==> src/rtl/proc_loader.sv <==
// proc_loader: command-driven serial loader and run sequencer for the tiny
// processor. Host commands (ILOAD, DLOAD, RUN) are queued in a small FIFO.
// Each load is shifted out as a 12-bit frame {data, addr}, LSB first, under
// the matching chip select. Each RUN raises en until the processor reports
// done, so the program executes exactly once.
//
// Ports:
//   clk, rst          clock, synchronous active-high reset
//   cmd_valid_in      host command valid
//   cmd_ready_out     FIFO not full
//   cmd_kind_in       0=ILOAD 1=DLOAD 2=RUN 3=reserved (dropped)
//   cmd_addr_in       cache address for loads
//   cmd_data_in       cache data for loads
//   csi_out, csd_out  instruction / data chip selects, active low
//   mosi_out          serial data
//   en_out            processor run enable
//   done_in           processor done/idle flag
//   busy_out          FSM active or FIFO non-empty
//   run_done_out      one-cycle pulse after a RUN completes
//   timeout_out       sticky watchdog flag
//
// Optional feature: define PROC_LOADER_TIMEOUT_EN to enable the run watchdog
// (TIMEOUT cycles) and the ABORT state. Otherwise timeout_out is tied low.
module proc_loader #(
    parameter int unsigned FIFO_DEPTH = 4,
    parameter int unsigned GAP_CYCLES = 2,
    parameter int unsigned TIMEOUT    = 255
) (
    input  logic       clk,
    input  logic       rst,
    input  logic       cmd_valid_in,
    output logic       cmd_ready_out,
    input  logic [1:0] cmd_kind_in,
    input  logic [3:0] cmd_addr_in,
    input  logic [7:0] cmd_data_in,
    output logic       csi_out,
    output logic       csd_out,
    output logic       mosi_out,
    output logic       en_out,
    input  logic       done_in,
    output logic       busy_out,
    output logic       run_done_out,
    output logic       timeout_out
);
    localparam int PW = (FIFO_DEPTH > 1) ? $clog2(FIFO_DEPTH) : 1;
    localparam int CW = PW + 1;
    localparam int GW = $clog2(GAP_CYCLES + 1);

    localparam logic [1:0] K_ILOAD = 2'd0;
    localparam logic [1:0] K_DLOAD = 2'd1;
    localparam logic [1:0] K_RUN   = 2'd2;

    typedef struct packed {
        logic [1:0] kind;
        logic [3:0] addr;
        logic [7:0] data;
    } cmd_t;

    typedef enum logic [2:0] {
        S_IDLE, S_SHIFT, S_GAP, S_RUN_REQ, S_RUN_WAIT
`ifdef PROC_LOADER_TIMEOUT_EN
        , S_ABORT
`endif
    } state_t;

    state_t         state_q, state_d;
    cmd_t           mem_q [FIFO_DEPTH];
    logic [PW-1:0]  wr_ptr_q, wr_ptr_d, rd_ptr_q, rd_ptr_d;
    logic [CW-1:0]  count_q, count_d;
    cmd_t           cur_q, cur_d;
    logic [3:0]     bit_q, bit_d;
    logic [GW-1:0]  gap_q, gap_d;
    logic           run_done_q, run_done_d;
    logic           push, pop;
    logic [11:0]    frame;

`ifdef PROC_LOADER_TIMEOUT_EN
    logic [7:0]     tmo_q, tmo_d;
    logic           timeout_q, timeout_d;
    logic           tmo_hit;
    assign tmo_hit     = (tmo_q == 8'(TIMEOUT));
    assign timeout_out = timeout_q;
`else
    logic [7:0]     unused_timeout;
    assign unused_timeout = 8'(TIMEOUT);
    assign timeout_out    = 1'b0;
`endif

    assign cmd_ready_out = (count_q != CW'(FIFO_DEPTH));
    assign busy_out      = (state_q != S_IDLE) || (count_q != '0);
    assign run_done_out  = run_done_q;
    assign push          = cmd_valid_in && cmd_ready_out;
    assign frame         = {cur_q.data, cur_q.addr};

    always_comb begin
        state_d    = state_q;
        cur_d      = cur_q;
        bit_d      = bit_q;
        gap_d      = gap_q;
        run_done_d = 1'b0;
        pop        = 1'b0;
        csi_out    = 1'b1;
        csd_out    = 1'b1;
        mosi_out   = 1'b0;
        en_out     = 1'b0;
`ifdef PROC_LOADER_TIMEOUT_EN
        tmo_d      = tmo_q;
        timeout_d  = timeout_q;
`endif
        case (state_q)
            S_IDLE: begin
                if (count_q != '0) begin
                    pop   = 1'b1;
                    cur_d = mem_q[rd_ptr_q];
                    case (mem_q[rd_ptr_q].kind)
                        K_ILOAD, K_DLOAD: begin
                            state_d = S_SHIFT;
                            bit_d   = 4'd0;
                        end
                        K_RUN: begin
                            state_d = S_RUN_REQ;
`ifdef PROC_LOADER_TIMEOUT_EN
                            tmo_d     = 8'd0;
                            timeout_d = 1'b0;
`endif
                        end
                        default: ; // reserved kind: dropped on pop
                    endcase
                end
            end
            S_SHIFT: begin
                csi_out  = (cur_q.kind != K_ILOAD);
                csd_out  = (cur_q.kind != K_DLOAD);
                mosi_out = frame[bit_q];
                if (bit_q == 4'd11) begin
                    state_d = S_GAP;
                    gap_d   = '0;
                end else begin
                    bit_d = bit_q + 4'd1;
                end
            end
            S_GAP: begin
                if (gap_q == GW'(GAP_CYCLES - 1)) state_d = S_IDLE;
                else                              gap_d   = gap_q + 1'b1;
            end
            S_RUN_REQ: begin
                en_out = 1'b1;
                if (!done_in) state_d = S_RUN_WAIT;
`ifdef PROC_LOADER_TIMEOUT_EN
                tmo_d = tmo_q + 8'd1;
                if (tmo_hit) begin
                    en_out    = 1'b0;
                    timeout_d = 1'b1;
                    state_d   = S_ABORT;
                end
`endif
            end
            S_RUN_WAIT: begin
                // en drops combinationally with done so the processor never
                // sees en high while idle and cannot start a second pass.
                en_out = ~done_in;
                if (done_in) begin
                    state_d    = S_IDLE;
                    run_done_d = 1'b1;
                end
`ifdef PROC_LOADER_TIMEOUT_EN
                tmo_d = tmo_q + 8'd1;
                if (tmo_hit) begin
                    en_out     = 1'b0;
                    timeout_d  = 1'b1;
                    run_done_d = 1'b0;
                    state_d    = S_ABORT;
                end
`endif
            end
`ifdef PROC_LOADER_TIMEOUT_EN
            S_ABORT: begin
                if (done_in) state_d = S_IDLE;
            end
`endif
            default: state_d = S_IDLE;
        endcase

        wr_ptr_d = push ? wr_ptr_q + 1'b1 : wr_ptr_q;
        rd_ptr_d = pop  ? rd_ptr_q + 1'b1 : rd_ptr_q;
        count_d  = count_q + CW'(push) - CW'(pop);
    end

    // FIFO storage needs no reset: count_q gates every read.
    always_ff @(posedge clk) begin
        if (push) mem_q[wr_ptr_q] <= {cmd_kind_in, cmd_addr_in, cmd_data_in};
    end

    always_ff @(posedge clk) begin
        if (rst) begin
            state_q    <= S_IDLE;
            wr_ptr_q   <= '0;
            rd_ptr_q   <= '0;
            count_q    <= '0;
            cur_q      <= '0;
            bit_q      <= '0;
            gap_q      <= '0;
            run_done_q <= 1'b0;
`ifdef PROC_LOADER_TIMEOUT_EN
            tmo_q      <= '0;
            timeout_q  <= 1'b0;
`endif
        end else begin
            state_q    <= state_d;
            wr_ptr_q   <= wr_ptr_d;
            rd_ptr_q   <= rd_ptr_d;
            count_q    <= count_d;
            cur_q      <= cur_d;
            bit_q      <= bit_d;
            gap_q      <= gap_d;
            run_done_q <= run_done_d;
`ifdef PROC_LOADER_TIMEOUT_EN
            tmo_q      <= tmo_d;
            timeout_q  <= timeout_d;
`endif
        end
    end
endmodule

==> config.mk <==
export PLATFORM = sky130hd
export DESIGN_NAME = proc_loader
export DESIGN_NICKNAME = d
export VERILOG_FILES = /design/src/rtl/proc_loader.sv
export SDC_FILE = /design/constraint.sdc
export NUM_CORES = 1
export LEC_CHECK = 0
export ABC_AREA = 1
export ABC_CLOCK_PERIOD_IN_PS = 5100
export CAP_MARGIN = 20
export CORE_MARGIN = 3
export CORE_UTILIZATION = 45
export DETAILED_ROUTE_END_ITERATION = 10
export DONT_BUFFER_PORTS = 1
export PLACE_DENSITY_LB_ADDON = 0.25
export SETUP_SLACK_MARGIN = 0.2
export SLEW_MARGIN = 20
export SYNTH_ARGS = -nofsm -noshare
export SYNTH_HDL_FRONTEND = slang
export SYNTH_SLANG_ARGS = --single-unit
==> constraint.sdc <==
create_clock -name clk -period 5.1 [get_ports clk]
set_clock_uncertainty 0.1 [all_clocks]
set_input_delay 0.51 -clock clk [delete_from_list [all_inputs] [get_ports clk]]
set_output_delay 0.51 -clock clk [all_outputs]
set_load 0.005 [all_outputs]
Yosys cells after proc, flatten, opt, wreduce, memory -nomap -nowiden

Memory sizes are Yosys's and may differ from the RTL's. A register that Yosys moved wholly into a read port is not among the register bits.
Index checks and enable logic that the tools add are counted.

Add/subtract/negate cells: 6
Magnitude comparators: 1
Equality and inequality tests: 19
Multiplexer cells: 27
Bitwise gates (word level): 2
Reduce and logical (&&, ||, !) cells: 15

Operator list:

| operator            | count |
|---|---|
| $mux 3              | 5 |
| $pmux 3 s5          | 1 |
| $ne 2x2->1 const B  | 7 |
| $mux 4              | 3 |
| $mux 1              | 9 |
| $mux 2              | 4 |
| $pmux 4 s2          | 1 |
| $add 2x1->2 const B | 3 |
| $eq 3x2->1 const B  | 2 |
| $pmux 3 s2          | 1 |
| $reduce_and 6->1    | 1 |
| $reduce_bool 2->1   | 3 |
| $reduce_bool 3->1   | 2 |
| $lt 4x5->1 const B  | 1 |
| $add 4x1->4 const B | 1 |
| $bmux 1 s4          | 1 |
| $eq 2x1->1 const B  | 2 |
| $eq 4x4->1 const B  | 1 |
| $ne 2x1->1 const B  | 2 |
| $pmux 2 s2          | 1 |
| $reduce_and 4->1    | 1 |
| $reduce_or 2->1     | 2 |
| $add 3x1->3         | 1 |
| $eq 3x1->1 const B  | 1 |
| 13 further kinds    | 14 |

Bits in registers: 31
RAM bits: 56
Bits of input ports: 18
Output and inout bits: 8
Logic and storage cells: 81
Memories: 1

Memories:

| name  | depth | width | rd ports | clocked after Yosys merged registers in | write ports | line | source |
|---|---|---|---|---|---|---|---|
| mem_q | 4     | 14    | 1        | 1                                       | 1           | 67   | `cmd_t mem_q [FIFO_DEPTH];` |

Logic depth before layout (Yosys ltp)

Depth after elaboration: 5
Mapped depth: 12
Depth with buffers taken out: 11

Worst setup path after synthesis

OpenSTA, ideal clock, no wires.

Kind: reg-to-reg
Start point: register state_q[2]
End point: register count_q[2]
Setup time: 70 ps
Arrival: 1973 ps
Data required time: 4930 ps
Setup slack: 2957 ps
Cell stages (with the launch flop): 13
Buffers on the path: 1
Period minus slack after synthesis: 2143 ps
Cell sequence: dfxtp_1 > nor2_2 > nand2_4 > nor2_8 > buf_2 > ha_1 > inv_1 > ha_1 > inv_1 > fa_1 > inv_1 > o21ai_0 > a21oi_1

Longest elaborated chain between the ends: 3

Ends and longest elaborated chain:

| element                  | line | source |
|---|---|---|
| start: declaration       | 66   | `state_t state_q, state_d;` |
| start signal: assignment | 209  | `state_q <= state_d;` |
| $logic_not 3->1          | 110  | `case (state_q)` |
| $mux 1                   | 110  |  |
| via pop                  | 74   | `logic push, pop;` |
| $sub 3x1->3              | 186  | `count_d = count_q + CW'(push) - CW'(pop);` |
| end signal: assignment   | 212  | `count_q <= count_d;` |
| end: declaration         | 69   | `logic [CW-1:0] count_q, count_d;` |

The timed path passes the listed nets, and every way through them passes these cells.
A chain may end at the register's enable or synchronous reset.

Worst setup path in the final report

Start point: register state_q[2]
End point: register count_q[2]

Longest elaborated chain between the ends: 3

Ends and longest elaborated chain:

| element         | line |
|---|---|
| $logic_not 3->1 | 110 |
| $mux 1          | 110 |
| $sub 3x1->3     | 186 |

No other way between the ends.

==> results.txt <==
----------------------------------------------------
[Run status]
  Result of the run ... finished, final reports clean

[STA]
  Final hold violation count ... 0
  Worst Tran Pin Value ... 0.767 ns
  Max-Slew Margin vs Limit ... 0.488
  Total count of max-transition violations in the final report ... 0
  Ratio of final minimum period to clock period ... 0.482
  Final Critical Period ... 2.46 ns
  Worst hold slack after final layout ... 0.118 ns
  Highest attainable clock frequency ... 407 MHz
  Setup repair after global routing missed its margin ... false
  Setup violators final ... 0
  Total negative slack for setup checks ... 0 ns

[Floorplan]
  Effective utilization at floorplan ... 0.474
  Core area ... 7930 um^2
  Row cnt ... 32
  Die height ... 97.3 um
  Die area ... 9480 um^2
  I/O Pins ... 26
  Die Width ... 97.3 um

[CTS]
  Worst-case clock buffer depth ... 2
  CTS clock-pin slew for the worst setup and hold paths ... approximately 0.080 ns
  Number of gates resized after cts ... 0
  Number of buffers added by the clock tree synthesis step ... 9
  CTS HTree Levels ... 3
  Sinks on Clock Net ... 89
  Buffers inserted by post-CTS timing repair ... 0
  Clock tree from TritonCTS ... built
  Insertion delay to the later sink of the worst-skew pair ... ~0.35 ns
  Number of buffers inserted for hold repair after clock tree synthesis ... 0
  Root Buffer Master ... sky130_fd_sc_hd__clkbuf_8

[Synth]
  Number of enable flip-flop cells after synthesis ... 56
  Post-Synth Simple-Gate Area ... 0.173
  Distinct cells, synth ... 32
  Synth warnings ... 0
  Register area share after synthesis ... 0.624
  Adder and majority cell fraction of the synthesized area ... 0.0320
  Most used flip-flop cell after synthesis ... sky130_fd_sc_hd__edfxtp_1
  Post-synthesis mux area share ... 0
  Total of flip-flops plus latches after synthesis ... 89
  Largest family of logic cells by synthesized area ... simple AND/OR/NAND/NOR gates
  Post-synthesis compound-gate area fraction ... 0.119
  Share of the synthesized area in the top cell type ... 0.448
  Syn_area_per_cell ... about 10 um^2
  Xor/xnor share of the synthesized area ... 0.00233
  Synth top area cells ... sky130_fd_sc_hd__edfxtp_1 45%, sky130_fd_sc_hd__dfxtp_1 18%, sky130_fd_sc_hd__nor2_1 7.7%
  Library cell with the largest summed area after synthesis ... sky130_fd_sc_hd__edfxtp_1
  Synth async-reset ratio ... 0
  Cell Area, Synth ... 3750 um^2
  Synthesized Nets ... 396
  Mapped Cells ... 369

[Global route]
  GR Overflow Total ... 0
  First-pass GRT wire length ... 11.4 mm
  Aggregate global-route resource usage ... 0.152
  Largest net degree at the start of global routing ... 35
  Antenna violations before repair ... 0
  Vias in the first global route ... around 2.4k

[Placed design]
  Area of placed instances ... 3830 um^2
  Count of buffers from port buffering ... 0
  Placer Congestion ... between 0.8 and 0.9
  Inst Count DP ... 461
  HPWL reported at the end of detailed placement ... roughly 4.5 mm

[Route]
  Detailed Route WL ... 6.95 mm
  Number of nets with antenna violations after detailed routing ... 0
  Post-detailed-route wirelength per cell ... between 10 and 15 um
  Via count ... 2443
  Detailed-route DRC error count ... 0
  Average vias per placed instance ... between 5 and 6
  Number of DRC markers in iteration 0 ... between 150 and 200
  DRT Pass-1 Iters ... 5

[Cells and area]
  Antenna diode count ... 0
  Share of final-layout standard cells stronger than drive strength 1 ... 0.0963
  Final-layout fill cell count ... around 730
  Area added between synthesis and finish ... 7.00%
  Post-route non-filler standard cell count ... between 400 and 500
  Final net count ... 397
  Final instance area ... about 4000 um^2

[Pwr]
  Leakage power total ... 1.49 nW
  Largest vdd supply drop ... 0.000206 V
  Pwr dens ... approximately 550 nW/um^2

[Worst setup path]
  Critical Path Source Type ... flip-flop
  Longest individual stage delay on the worst path ... 0.40 ns
  Largest delay contributor family on the critical path ... adder cells
  Worst EP arrival ... 2.64 ns
  Chain of cells forming the critical path ... nor2_2 -> nand2_4 -> nor2_8 -> ha_1 -> inv_1 -> ha_1 -> inv_1 -> fa_1 -> inv_1 -> o21ai_0 -> a21oi_1
  Worst Path Required ... 5.28 ns
  Reg-to-reg startpoint ... state_q[2]
  Number of buffer and inverter stages on the critical path ... 3
  Highest net fanout along the worst path ... 34
  Max stage delay cell, worst path ... sky130_fd_sc_hd__nor2_8
  Worst Path Class, Setup ... flip-flop to flip-flop
  Slack of the worst reg-to-reg path ... 2.64 ns
  Cell mode on critical path ... sky130_fd_sc_hd__inv_1
  Worst Setup SP ... state_q[2]
  Endpoint kind of the worst setup timing path ... flip-flop

[Worst hold path]
  Critical hold path startpoint ... rst
  Worst hold-check path type ... primary input to flip-flop

[Flow run]
  Max capacitance violation total ... 0

----------------------------------------------------
## sequential cells by signal, summed over array words and instances (netlist names), named ones only
register and count:
bit_q 4, count_q 3, cur_q 14, gap_q 2, mem_q 56, rd_ptr_q 2, run_done_out 1, state_q 3
wr_ptr_q 2
## area by class of cell
cell class / instances / area (um^2) / area share
Sequential cell: 89 / 2340 / 0.583
Multi-Input combinational cell: 239 / 1230 / 0.306
Clock buffer: 10 / 128 / 0.0318
Tap cell: 102 / 128 / 0.0318
Inverter: 26 / 97.6 / 0.0243
Clock inverter: 5 / 56.3 / 0.0140
Timing Repair Buffer: 5 / 37.5 / 0.00934
## worst register-to-register path, stage by stage (launching register included)
cell and delay (ns):
sky130_fd_sc_hd__dfxtp_1 0.35, sky130_fd_sc_hd__nor2_2 0.21, sky130_fd_sc_hd__nand2_4 0.11, sky130_fd_sc_hd__nor2_8 0.40, sky130_fd_sc_hd__ha_1 0.32, sky130_fd_sc_hd__inv_1 0.05, sky130_fd_sc_hd__ha_1 0.13, sky130_fd_sc_hd__inv_1 0.05
sky130_fd_sc_hd__fa_1 0.36, sky130_fd_sc_hd__inv_1 0.08, sky130_fd_sc_hd__o21ai_0 0.10, sky130_fd_sc_hd__a21oi_1 0.15
## synthesized netlist by cell type (all sizes together) (2+ instances only)
library cell and number:
dfxtp 33, ha 8, edfxtp 56, buf 9, o21ai 54, nor2 81
nand3b 2, clkbuf 6, nor3 2, nand2 45, nand4 2, nand3 11
a31oi 12, inv 26, o211ai 2, a21oi 16
## path summary, 6_finish.rpt
path	cells past startpoint	to
max	11	count_q[2]
min	1	count_q[1]
max reg2reg	11	count_q[2]
min reg2reg	2	gap_q[1]
## cell usage in the layout, fill, tap and decap left out, types with 3 or more instances in the layout
cell type	count
sky130_fd_sc_hd__a21oi_1	16
sky130_fd_sc_hd__a31oi_1	12
sky130_fd_sc_hd__buf_4	5
sky130_fd_sc_hd__clkbuf_8	9
sky130_fd_sc_hd__dfxtp_1	33
sky130_fd_sc_hd__edfxtp_1	56
sky130_fd_sc_hd__ha_1	8
sky130_fd_sc_hd__inv_1	21
sky130_fd_sc_hd__inv_2	5
sky130_fd_sc_hd__nand2_1	38
sky130_fd_sc_hd__nand2_2	4
sky130_fd_sc_hd__nand2_4	3
sky130_fd_sc_hd__nand3_1	10
sky130_fd_sc_hd__nor2_1	77
sky130_fd_sc_hd__o21ai_0	35
sky130_fd_sc_hd__o21ai_1	19
## logic make-up (layout without fill, tap and decap cells)
family | count (synthesis) | in the layout
AO/OA/AOI/OAI | 85 | 85
AND/OR/NAND/NOR | 143 | 143
flip-flops | 89 | 89
adder cells (fa/ha/maj) | 9 | 9
XOR/XNOR | 1 | 1
other | 1 | 1
buffers and inverters | 41 | 46
## stage by stage
stage,power (mW),worst slack (ns),util
after floorplan,1.64,2.96,-
after global placement,1.76,2.75,0.484
after detailed placement,1.79,2.63,0.484
after CTS,2.25,2.62,0.507
after global routing,2.40,2.37,0.507
final,2.22,2.64,0.507
## power breakdown
part	internal (mW)	switching (mW)
sequential	0.923	0.108
clock	0.224	0.234
combinational	0.246	0.486
## per-layer routing
metal	share of wire	track usage	vias up
met2	0.46	0.245	37
met5	0	0	-
met3	0.035	0.0459	7
met1	0.49	0.198	1145
li1	-	-	1254
met4	0.012	0.0469	0
No activity file was read; power rests on OpenSTA's default activity.
